==> config.mk <==
export PLATFORM = sky130hd
export DESIGN_NAME = key_input
export DESIGN_NICKNAME = d
export VERILOG_FILES = /design/src/rtl/key_input_pkg.sv /design/src/rtl/key_debounce_bit.sv /design/src/rtl/key_input.sv
export SDC_FILE = /design/constraint.sdc
export NUM_CORES = 1
export LEC_CHECK = 0
export ABC_AREA = 1
export BUFFER_PORTS_ARGS = -buffer_cell sky130_fd_sc_hd__buf_2
export CAP_MARGIN = 10
export CORE_UTILIZATION = 63
export CTS_BUF_LIST = sky130_fd_sc_hd__clkbuf_4
export DETAILED_ROUTE_END_ITERATION = 10
export GPL_TIMING_DRIVEN = 0
export PLACE_DENSITY = 0.93
export SLEW_MARGIN = 15
export SYNTH_ARGS = -nofsm -noshare
export SYNTH_HDL_FRONTEND = slang
export SYNTH_SLANG_ARGS = --single-unit
==> constraint.sdc <==
create_clock -name clk -period 2.7 [get_ports clk]
set_input_delay 0.27 -clock clk [delete_from_list [all_inputs] [get_ports clk]]
set_output_delay 0.27 -clock clk [all_outputs]
set_load 0.01 [all_outputs]
==> src/rtl/key_input_pkg.sv <==
// Shared constants and helpers for the key_input debouncer slice.
// Optional release pulses are enabled by defining KEY_INPUT_RELEASE_EN.
package key_input_pkg;

    localparam int KEY_W_DEFAULT           = 4;
    localparam int KEY_DB_CYCLES_DEFAULT   = 3;
    localparam int KEY_SYNC_STAGES_DEFAULT = 2;

    // Mismatch counter width; one spare bit keeps DB_CYCLES=1 at a legal 1-bit width.
    function automatic int key_cnt_width(input int db_cycles);
        return $clog2(db_cycles) + 1;
    endfunction

endpackage

==> src/rtl/key_debounce_bit.sv <==
// Single-key synchroniser, debounce counter, stable level and edge pulses.
// Release pulse port exists only when KEY_INPUT_RELEASE_EN is defined.
module key_debounce_bit
    import key_input_pkg::*;
#(
    parameter int DB_CYCLES   = KEY_DB_CYCLES_DEFAULT,
    parameter int SYNC_STAGES = KEY_SYNC_STAGES_DEFAULT
) (
    input  logic clk,
    input  logic rst,
    input  logic key,
    output logic press
`ifdef KEY_INPUT_RELEASE_EN
    ,
    output logic key_rel
`endif
);

    localparam int            CW       = key_cnt_width(DB_CYCLES);
    localparam logic [CW-1:0] CNT_LAST = CW'(DB_CYCLES - 1);

    logic [SYNC_STAGES-1:0] sync_r;
    logic                   sy_s;
    logic                   st_r;
    logic                   st_nxt_s;
    logic [CW-1:0]          cnt_r;
    logic [CW-1:0]          cnt_nxt_s;
    logic                   accept_s;
    logic                   press_r;

    assign sy_s = sync_r[SYNC_STAGES-1];

    // Next state: a new level must persist DB_CYCLES synchronised cycles before st follows it.
    always_comb begin
        st_nxt_s  = st_r;
        cnt_nxt_s = {CW{1'b0}};
        accept_s  = 1'b0;
        if (sy_s == st_r) begin
            cnt_nxt_s = {CW{1'b0}};
        end else if (cnt_r == CNT_LAST) begin
            st_nxt_s  = sy_s;
            cnt_nxt_s = {CW{1'b0}};
            accept_s  = 1'b1;
        end else begin
            cnt_nxt_s = cnt_r + CW'(1);
        end
    end

    // Synchroniser chain, debounce state and registered press pulse.
    always_ff @(posedge clk) begin
        if (rst) begin
            sync_r  <= {SYNC_STAGES{1'b0}};
            st_r    <= 1'b0;
            cnt_r   <= {CW{1'b0}};
            press_r <= 1'b0;
        end else begin
            sync_r  <= {sync_r[SYNC_STAGES-2:0], key};
            st_r    <= st_nxt_s;
            cnt_r   <= cnt_nxt_s;
            press_r <= accept_s & sy_s;
        end
    end

    assign press = press_r;

`ifdef KEY_INPUT_RELEASE_EN
    logic rel_r;

    // Registered release pulse on an accepted 1->0 transition.
    always_ff @(posedge clk) begin
        if (rst) begin
            rel_r <= 1'b0;
        end else begin
            rel_r <= accept_s & ~sy_s;
        end
    end

    assign key_rel = rel_r;
`endif

endmodule

==> src/rtl/key_input.sv <==
// W-line key front end: independent synchronise + debounce per line, one-cycle press pulses.
// Define KEY_INPUT_RELEASE_EN to add the key_release pulse output.
module key_input
    import key_input_pkg::*;
#(
    parameter int W           = KEY_W_DEFAULT,
    parameter int DB_CYCLES   = KEY_DB_CYCLES_DEFAULT,
    parameter int SYNC_STAGES = KEY_SYNC_STAGES_DEFAULT
) (
    input  logic         clk,
    input  logic         rst,
    input  logic [W-1:0] keys,
    output logic [W-1:0] key_press
`ifdef KEY_INPUT_RELEASE_EN
    ,
    output logic [W-1:0] key_release
`endif
);

    for (genvar i = 0; i < W; i++) begin : g_key
        key_debounce_bit #(
            .DB_CYCLES   (DB_CYCLES),
            .SYNC_STAGES (SYNC_STAGES)
        ) u_bit (
            .clk     (clk),
            .rst     (rst),
            .key     (keys[i]),
            .press   (key_press[i])
`ifdef KEY_INPUT_RELEASE_EN
            ,
            .key_rel (key_release[i])
`endif
        );
    end

endmodule

==> qor.csv, run 1 <==
metric,value,unit
post-dp-hpwl,1190,um
crit_fanout,1,
rows,14,
grt_pass1_vias,656,
met3_length,43,um
layout_worst_path_cycle_share,0.430,
synth_edf_count,0,
min_path_type,in2reg,
vdd_drop_max,0.389,mV
die_height,43.6,um
synth_seq_cells,28,
setup_viol,0,
outcome,"complete, but fails checks",
top_layer_used,met4,
start_util,0.701,
yosysTopAreaCellShare,0.513,
end_kind,output pin,
ys.warnings.count,0,
relSlewSlack,0.884,
synth_commonest_cells,"28 x dfxtp_1, 24 x inv_1, 24 x nand2_1, 20 x nor2_1, 8 x ha_1",
violations,DRC,
antenna_found_initial,0,
hold_buffers,0,
synth_cells,130,
vias,772,
wl_met1,649,um
p_total,618,uW
syn_avg_cell_area,8.40,sq um
cts_max_level,1,
die_x,43.6,um
globalRouteTotalUtil,0.190,
critPathLaunchType,flip-flop,
endpoint,key_press[3],
wl_per_cell,9.48,um
yosysSeqAreaShare,0.513,
r2r_end,g_key[2].u_bit.cnt_r[0]$_SDFF_PP0_,
post-route-util,0.756,
final_antenna_net_count,0,
maxSlewViolCount,0,
tightestPinTransition,173,ps
drtPass1Iterations,7,
overflow,0,
yosys-top-cells-area,"dfxtp_1 51%, ha_1 9.2%, inv_1 8.2%",
synth.distinct_cells,13,
synth_top_area_cell,dfxtp_1,
drive_gt1_frac,0.148,
dpl_worst_slack,1660,ps
io_buffers,8,
crit_type,reg2out,
syn-cell-area,0.00109,sq mm
clk_path_buf_depth,2,
yosysMostFrequentCell,dfxtp_1,
antennaDiodeCount,0,
io_pins,10,
cap_violations,0,
cts.sinks,28,
cts_tree,done,
cp.arrival,890,ps
syn_nets,144,
clockRootBuffer,clkbuf_4,
die_area,0.00190,sq mm
drt_iter0_markers,9,
hold_ws,129,ps
cts.reportedPaths.clkPinSlew,130,ps
post_drt_via_cell_ratio,4.89,
route.detailed.drc,1,
power_density,524,mW/mm^2
synth_ff_type,dfxtp_1,
fmax,0.860,GHz
dr_wl_met2,764,um
power_leakage,0.519,nW
rsz0062_at_grt,false,
finalSetupTns,0,ps
coreArea,0.00156,sq mm
fin_crit,1160,ps
post_cts_resized,0,
crit_required,2430,ps
areaGrowthSynthToFinish,7.90,%
synthArstFlopShare,0,
crit_start,g_key[3].u_bit.press$_SDFF_PP0_,
cts_setup_buffers,0,
worstSkewPairLatency,330,ps
grt_max_degree,16,
numCtsBuffers,3,
fin_skew,2.16,ps
grt_pass1_wl,2600,um
reg2regPathDepth,5,
final_nets,157,
fin_ws,1540,ps
gp_congestion,0.743,
finalHoldViolCount,0,
r2r_start,g_key[2].u_bit.cnt_r[0]$_SDFF_PP0_,
drt_wl_total,1500,um
ff2ff_setup_slack,1640,ps
how the worst min path moves through the flow:
stage / endpoint / slack (ps) / startpoint / depth (start not counted)
2_1_floorplan: g_key[0].u_bit.sync_r[0]$_SDFF_PP0_ / 380 / keys[0] / 2
3_3_place_gp: g_key[1].u_bit.sync_r[1]$_SDFF_PP0_ / 390 / g_key[1].u_bit.sync_r[0]$_SDFF_PP0_ / 2
3_5_place_dp: g_key[1].u_bit.sync_r[1]$_SDFF_PP0_ / 390 / g_key[1].u_bit.sync_r[0]$_SDFF_PP0_ / 2
4_1_cts: g_key[1].u_bit.sync_r[0]$_SDFF_PP0_ / 120 / keys[1] / 3
5_1_grt: g_key[0].u_bit.sync_r[0]$_SDFF_PP0_ / 110 / keys[0] / 3
6_report: g_key[0].u_bit.sync_r[0]$_SDFF_PP0_ / 130 / keys[0] / 3
layout by cell type (no fill, tap or decap):
master and instances:
dfxtp_1 28, inv_1 24, nand2_1 24, nor2_1 20, buf_2 9, ha_1 8, a21oi_2 4, nor3_1 4
xnor2_1 4, nand3_1 4, a21oi_1 4, buf_4 4, clkbuf_4 3, buf_6 1, clkinv_1 1
registers in the layout (all words and copies together), names as in the netlist:
signal / count
g_key.u_bit.cnt_r: 12
g_key.u_bit.press: 4
g_key.u_bit.st_r: 4
g_key.u_bit.sync_r: 8
power breakdown:
part / switching [mW] / internal (mW) / leakage (nW)
clock network: 0.114 / 0.0544 / 0.0154
registers: 0.00407 / 0.421 / 0.228
logic: 0.0140 / 0.0104 / 0.276
total: 0.132 / 0.485 / 0.519
kinds of logic after synthesis:
| group | after synthesis | share of synthesized area |
|---|---|---|
| fa+ha+maj | 8 | 0.0916 |
| xor+xnor | 4 | 0.0321 |
| flops | 28 | 0.513 |
| buf+inv | 30 | 0.125 |
| simple gates | 52 | 0.188 |
| compound gates | 8 | 0.0504 |
routing by layer:
layer	GRT usage	up-vias
met1	0.228	348
met2	0.313	12
met5	0	-
met3	0.0375	5
li1	-	407
met4	0.113	0
worst max-delay path: stages, from the launching register on:
cell	delay, ps
dfxtp_1	330
buf_4	120
buf_2	120
per-stage QoR:
stage	instances	cell area [sq um]
final	158	1180
after global routing	158	1180
after CTS	158	1180
after detailed placement	154	1150
after global placement	154	1150
after floorplan	130	1090
cell type report:
type	instances	area, sq um
Buffer	6	46.3
Clock buffer	3	22.5
Clock inverter	1	3.75
Fill cell	105	380
Inverter	24	90.1
Multi-Input combinational cell	72	395
Sequential cell	28	561
Tap cell	16	20.0
Timing Repair Buffer	8	40.0
Note: power is estimated with default switching activity, not from simulation.
==> run 2: changes to the inputs <==
--- a/config.mk
+++ b/config.mk
@@ -5,14 +5,14 @@
 export SDC_FILE = /design/constraint.sdc
 export NUM_CORES = 1
 export LEC_CHECK = 0
-export ABC_AREA = 1
+export ABC_AREA = 0
 export BUFFER_PORTS_ARGS = -buffer_cell sky130_fd_sc_hd__buf_2
 export CAP_MARGIN = 10
-export CORE_UTILIZATION = 63
+export CORE_UTILIZATION = 59
 export CTS_BUF_LIST = sky130_fd_sc_hd__clkbuf_4
 export DETAILED_ROUTE_END_ITERATION = 10
 export GPL_TIMING_DRIVEN = 0
-export PLACE_DENSITY = 0.93
+export PLACE_DENSITY = 0.88
 export SLEW_MARGIN = 15
 export SYNTH_ARGS = -nofsm -noshare
 export SYNTH_HDL_FRONTEND = slang
==> constraint.sdc (replaced) <==
create_clock -name clk -period 1.2 [get_ports clk]
set_input_delay 0.12 -clock clk [delete_from_list [all_inputs] [get_ports clk]]
set_output_delay 0.12 -clock clk [all_outputs]
set_load 0.01 [all_outputs]
==> run 2 against run 1 <==
Against the previous run:
- total power grew 120%
- the run now ends clean
- via count shrank 9.2%
- register-to-register slack worse by 1600 ps
- sequential share of layout area is 1.1 points lower
- critical path type is now reg2reg
- non-clock buffer count is 5 higher
- critical path depth increased by 3
==> qor.csv, run 2 <==
metric,value,unit,change
clockRootBuffer,clkbuf_4,,unchanged
syn-cell-area,0.00107,sq mm,was 0.00109 sq mm
largestRegisters,"g_key.u_bit.cnt_r: 12 flops, g_key.u_bit.sync_r: 8 flops",,unchanged
fin_skew,8.65,ps,was 2.16 ps
finalSetupTns,0,ps,unchanged
synth_cells,105,,was 130
cts_tree,done,,unchanged
synth.distinct_cells,18,,was 13
vdd_drop_max,0.818,mV,was 0.389 mV
post-route-util,0.712,,was 0.756
crit_fanout,4,,was 1
synthMuxAreaShare,0.0467,,was 0
yosysSeqAreaShare,0.523,,was 0.513
synth_edf_count,0,,unchanged
dpl_worst_slack,40.0,ps,was 1660 ps
io_buffers,9,,was 8
mostFrequentLayoutCell,dfxtp_1,,unchanged
fin_ws,74.9,ps,was 1540 ps
hold_ws,10.1,ps,was 129 ps
layout_worst_path_cycle_share,0.938,,
critPathLaunchType,flip-flop,,unchanged
antennaDiodeCount,0,,unchanged
largest_register_ffs,12,,unchanged
antenna_found_initial,0,,unchanged
numCtsBuffers,3,,unchanged
final_nets,137,,was 157
syn_nets,119,,was 144
finalHoldViolCount,0,,unchanged
power_density,1140,mW/mm^2,was 524 mW/mm^2
syn_avg_cell_area,10.2,sq um,was 8.40 sq um
end_kind,flip-flop,,was output pin
route.detailed.drc,0,,was 1
synth_commonest_cells,"28 x dfxtp_1, 13 x nor2_1, 8 x ha_1, 8 x inv_1, 8 x nor2b_1",,"was 28 x dfxtp_1, 24 x inv_1, 24 x nand2_1, 20 x nor2_1, 8 x ha_1"
synth_seq_cells,28,,unchanged
synthAdderAreaFrac,0.0935,,was 0.0916
yosysTopAreaCellShare,0.523,,was 0.513
die_area,0.00199,sq mm,was 0.00190 sq mm
synth_top_area_cell,dfxtp_1,,unchanged
post_drt_via_cell_ratio,4.77,,was 4.89
min_path_type,in2reg,,unchanged
vias,701,,was 772
relSlewSlack,0.820,,was 0.884
final_cells,147,,was 158
rows,15,,was 14
cts.sinks,28,,unchanged
worstSkewPairLatency,320,ps,was 330 ps
start_util,0.627,,was 0.701
die_height,44.6,um,was 43.6 um
synthArstFlopShare,0,,unchanged
grt_pass1_vias,679,,was 656
die_x,44.6,um,was 43.6 um
cts.reportedPaths.clkPinSlew,140,ps,was 130 ps
placedCellCount,139,,was 154
tightestPinTransition,266,ps,was 173 ps
cts_max_level,1,,unchanged
gp_congestion,0.712,,was 0.743
drt_wl_total,1530,um,was 1500 um
layout_common_cells,"24 x dfxtp_1, 13 x nor2_1, 11 x buf_2",,"was 28 x dfxtp_1, 24 x inv_1, 24 x nand2_1, 20 x nor2_1, 9 x buf_2"
regMostFlops,g_key.u_bit.cnt_r,,unchanged
ys.warnings.count,0,,unchanged
fill_cells,137,,was 105
drtPass1Iterations,3,,was 7
outcome,"complete, no violations",,"was complete, but fails checks"
drt_iter0_markers,8,,was 9
synth_top_family_by_area,simple AND/OR/NAND/NOR gates,,unchanged
fmax,0.889,GHz,
synth_compound_area_frac,0.0222,,was 0.0504
fin_crit,1130,ps,
crit_type,reg2reg,,was reg2out
power_leakage,0.548,nW,was 0.519 nW
setup_viol,0,,unchanged
cp.arrival,1340,ps,was 890 ps
yosysMostFrequentCell,dfxtp_1,,unchanged
drive_gt1_frac,0.213,,was 0.148
maxSlewViolCount,0,,unchanged
overflow,0,,unchanged
clk_path_buf_depth,2,,unchanged
post-dp-hpwl,1170,um,was 1190 um
grt_max_degree,16,,unchanged
crit_required,1420,ps,was 2430 ps
synthSimpleGateAreaFrac,0.216,,was 0.188
cap_violations,0,,unchanged
grt_pass1_wl,2640,um,was 2600 um
areaGrowthSynthToFinish,13.6,%,was 7.90%
yosys-top-cells-area,"dfxtp_1 52%, ha_1 9.3%, mux2i_1 4.7%",,"was dfxtp_1 51%, ha_1 9.2%, inv_1 8.2%"
coreArea,0.00171,sq mm,was 0.00156 sq mm
wl_per_cell,10.4,um,was 9.48 um
synthXorXnorAreaFrac,0.0327,,was 0.0321
synth_ff_type,dfxtp_1,,unchanged
globalRouteTotalUtil,0.188,,was 0.190
final_antenna_net_count,0,,unchanged
io_pins,10,,unchanged
## run 2: cell count changes in the layout (fill, tap and decap cells not counted), sizes merged, moves of 4 or more
cell,change
a21oi,-5
inv,-16
nand2,-24
nor2b,+8
nand3,-4
nor2,-7
mux2i,+5
nand2b,+4
## run 2: worst max-delay path, cell delays in order (launching register included)
cell     delay [ps]
dfxtp_2         350
inv_1            40
ha_1            200
and2b_2         240
mux2i_1         160
nor2_1           50
## run 2: path summary, 6_finish.rpt
kind,slack [ps],start,cells after the start,endpoint
max,70,g_key[2].u_bit.cnt_r[0]$_SDFF_PP0_,5,g_key[2].u_bit.st_r$_SDFFE_PP0P_
min,10,keys[1],2,g_key[1].u_bit.sync_r[0]$_SDFF_PP0_
min reg2reg,420,g_key[3].u_bit.cnt_r[0]$_SDFF_PP0_,1,g_key[3].u_bit.cnt_r[0]$_SDFF_PP0_
max reg2reg,70,g_key[2].u_bit.cnt_r[0]$_SDFF_PP0_,5,g_key[2].u_bit.st_r$_SDFFE_PP0P_
## run 2: final cells by class
cell class | count | area, sq um | share of cell area
tap | 25 | 31.3 | 0.0257
multi-input combinational | 63 | 443 | 0.364
sequential | 28 | 566 | 0.465
inverter | 8 | 30.0 | 0.0247
clock buffer | 3 | 22.5 | 0.0185
clock inverter | 1 | 3.75 | 0.00309
timing repair buffer | 13 | 80.1 | 0.0658
buffer | 6 | 40.0 | 0.0329
## run 2: cells by family after synthesis
family,after synthesis
flip-flops,28
multiplexers,5
adder cells (fa/ha/maj),8
AND/OR/NAND/NOR,42
AO/OA/AOI/OAI,4
buffers and inverters,14
XOR/XNOR,4
## run 2: layer usage
layer,wire [um],vias up,track usage
met5,0,-,0
met4,26,0,0.0909
met3,41,4,0.0367
met2,824,12,0.382
met1,634,319,0.171
li1,-,366,-
## run 2: stage by stage
step | power, mW | cell area [sq um]
final | 1.38 | 1220
after global routing | 1.43 | 1220
after CTS | 1.39 | 1180
after detailed placement | 1.02 | 1150
after global placement | 1.02 | 1150
after floorplan | 1.01 | 1070
## run 2: what timing repair did
action,4_1_cts,5_1_grt
hold buffers,1,1
buffers inserted,0,2
setup endpoints to repair,0,7
hold endpoints to repair,1,1
resized for setup,0,6
## run 2: report_power, final
part | internal (mW) | total [mW] | leakage, nW | switching [mW]
logic | 0.0305 | 0.0554 | 0.303 | 0.0250
clock network | 0.122 | 0.371 | 0.0154 | 0.249
registers | 0.947 | 0.956 | 0.229 | 0.00845
==> run 3: changes to the inputs <==
--- a/config.mk
+++ b/config.mk
@@ -9,7 +9,7 @@
 export BUFFER_PORTS_ARGS = -buffer_cell sky130_fd_sc_hd__buf_2
 export CAP_MARGIN = 10
 export CORE_UTILIZATION = 59
-export CTS_BUF_LIST = sky130_fd_sc_hd__clkbuf_4
+export CTS_BUF_LIST = sky130_fd_sc_hd__clkbuf_8
 export DETAILED_ROUTE_END_ITERATION = 10
 export GPL_TIMING_DRIVEN = 0
 export PLACE_DENSITY = 0.88
==> run 3 against run 2 <==
Against the previous run:
- hold slack improved by 51 ps
- first-iteration DRC count increased by 13%
- die area unchanged
- maximum frequency decreased by 0.96%
- cell area unchanged
- count of clock-buffer cells in the layout increased by 1
- global-route usage decreased by 0.53 points
- sequential share of layout area decreased by 0.10 points
- sequential power about the same
- total power increased by 12%
- via count decreased by 1.9%
- clock power increased by 49%
- largest cell class unchanged
- largest power group unchanged
- highest routed layer unchanged
==> qor.csv, run 3 (same netlist as run 2, synthesis figures left out) <==
metric,value,unit,change
p_total,1.55,mW,was 1.38 mW
io_buffers,9,,unchanged
mostFrequentLayoutCell,dfxtp_1,,unchanged
dpl_worst_slack,40.0,ps,unchanged
start_util,0.627,,unchanged
io_pins,10,,unchanged
areaGrowthSynthToFinish,13.6,%,unchanged
largest_register_ffs,12,,unchanged
hold_buffers,0,,was 1
worstSkewPairLatency,260,ps,was 320 ps
crit_fanout,4,,unchanged
largestRegisters,"g_key.u_bit.cnt_r: 12 flops, g_key.u_bit.sync_r: 8 flops",,unchanged
cp_slowest_cell,dfxtp_2,,unchanged
drt_iter0_markers,9,,was 8
fin_ws,64.0,ps,was 74.9 ps
layout_common_cells,"25 x dfxtp_1, 13 x nor2_1, 11 x buf_2",,"was 24 x dfxtp_1, 13 x nor2_1, 11 x buf_2"
finalHoldViolCount,0,,unchanged
final_antenna_net_count,0,,unchanged
gp_congestion,0.712,,unchanged
antennaDiodeCount,0,,unchanged
vias,688,,was 701
end_kind,flip-flop,,unchanged
die_height,44.6,um,unchanged
crit_type,reg2reg,,unchanged
coreArea,0.00171,sq mm,unchanged
cap_violations,0,,unchanged
grt_pass1_wl,2620,um,was 2640 um
power_leakage,0.547,nW,was 0.548 nW
route.detailed.drc,0,,unchanged
intPower,1.26,mW,was 1.10 mW
vdd_drop_max,0.896,mV,was 0.818 mV
drt_wl_total,1490,um,was 1530 um
min_path_type,in2reg,,unchanged
clk_path_buf_depth,2,,unchanged
die_x,44.6,um,unchanged
antenna_found_initial,0,,unchanged
crit_required,1360,ps,was 1420 ps
p_sw,290,uW,was 283 uW
fin_area,0.00122,sq mm,unchanged
critPathLaunchType,flip-flop,,unchanged
critical_path.cell_chain,"inv_1, ha_1, and2b_2, mux2i_1, nor2_1",,unchanged
die_area,0.00199,sq mm,unchanged
cp.arrival,1300,ps,was 1340 ps
fin_crit,1140,ps,was 1130 ps
cts.reportedPaths.clkPinSlew,80,ps,was 140 ps
relSlewSlack,0.815,,was 0.820
layout_worst_path_cycle_share,0.947,,was 0.938
maxSlewViolCount,0,,unchanged
r2r_start,g_key[2].u_bit.cnt_r[0]$_SDFF_PP0_,,unchanged
fill_cells,137,,unchanged
drtPass1Iterations,3,,unchanged
grt_max_degree,16,,unchanged
swShare,0.187,,was 0.205
cts.sinks,28,,unchanged
numCtsBuffers,3,,unchanged
post-route-util,0.712,,unchanged
postPlaceCellArea,0.00115,sq mm,unchanged
clockRootBuffer,clkbuf_8,,was clkbuf_4
cp.buffers_inverters,1,,unchanged
rows,15,,unchanged
hp-start,keys[0],,was keys[1]
post_drt_via_cell_ratio,4.78,,was 4.77
grt_pass1_vias,673,,was 679
setup_viol,0,,unchanged
cts_tree,done,,unchanged
final_nets,134,,was 137
overflow,0,,unchanged
post-dp-hpwl,1170,um,unchanged
p_comb_frac,0.031,,was 0.040
fin_skew,2.31,ps,was 8.65 ps
crit_start,g_key[2].u_bit.cnt_r[0]$_SDFF_PP0_,,unchanged
wl_per_cell,10.3,um,was 10.4 um
pwr-share-seq,0.614,,was 0.691
regMostFlops,g_key.u_bit.cnt_r,,unchanged
fmax,0.880,GHz,was 0.889 GHz
tightestPinTransition,274,ps,was 266 ps
drive_gt1_frac,0.210,,was 0.213
cpLargestDelayFamily,flip-flops,,unchanged
clkPwrFrac,0.355,,was 0.268
outcome,"complete, no violations",,unchanged
cts_max_level,1,,unchanged
power_density,1280,mW/mm^2,was 1140 mW/mm^2
globalRouteTotalUtil,0.183,,was 0.188
slowest_delay,350,ps,about the same
-- run 3: power groups by stage --
stage          registers, mW  clock network, mW  logic (mW)
2_1_floorplan          0.974                  0      0.0331
3_3_place_gp           0.975                  0      0.0454
3_5_place_dp           0.976                  0      0.0479
4_1_cts                0.954              0.563      0.0479
5_1_grt                0.957              0.593      0.0552
6_report               0.954              0.551      0.0484
-- run 3: final timing paths --
| path | to | slack, ps | depth (start not counted) |
|---|---|---|---|
| hold reg to reg | g_key[0].u_bit.cnt_r[0]$_SDFF_PP0_ | 430 | 1 |
| hold / removal | g_key[0].u_bit.sync_r[0]$_SDFF_PP0_ | 60 | 2 |
| setup reg to reg | g_key[2].u_bit.st_r$_SDFFE_PP0P_ | 60 | 5 |
| setup / recovery | g_key[2].u_bit.st_r$_SDFFE_PP0P_ | 60 | 5 |
-- run 3: stage by stage --
step	setup TNS, ps	instances	hold WS, ps
finish	0	144	61.5
global placement	0	139	332
floorplan	0	105	248
global route	-6.05	144	66.6
CTS	0	143	55.9
detailed placement	0	139	335
-- run 3: area by class of cell --
cell class | count | area, sq um | share of cell area
well taps | 25 | 31.3 | 0.0257
clock buffers | 4 | 55.1 | 0.0453
flip-flops and latches | 28 | 564 | 0.464
repair buffers | 10 | 52.6 | 0.0432
multi-input cells | 63 | 443 | 0.364
plain buffers | 6 | 40.0 | 0.0329
inverters | 8 | 30.0 | 0.0247
-- run 3: worst register-to-register path, cell delays in order (launching register included) --
cell and delay (ps):
dfxtp_2 350, inv_1 40, ha_1 200, and2b_2 230
mux2i_1 160, nor2_1 50
-- run 3: repair_timing --
| item | CTS | global route |
|---|---|---|
| gates resized for setup | 0 | 5 |
| setup endpoints to repair | 0 | 5 |
| setup buffers | 0 | 1 |
-- run 3: routing by layer --
metal  wire [um]  vias to the layer above  global-route usage
met5           0                        -                   0
met1         621                      314               0.173
met2         805                       10               0.371
met3          34                        4              0.0245
li1            -                      360                   -
met4          26                        0              0.0909
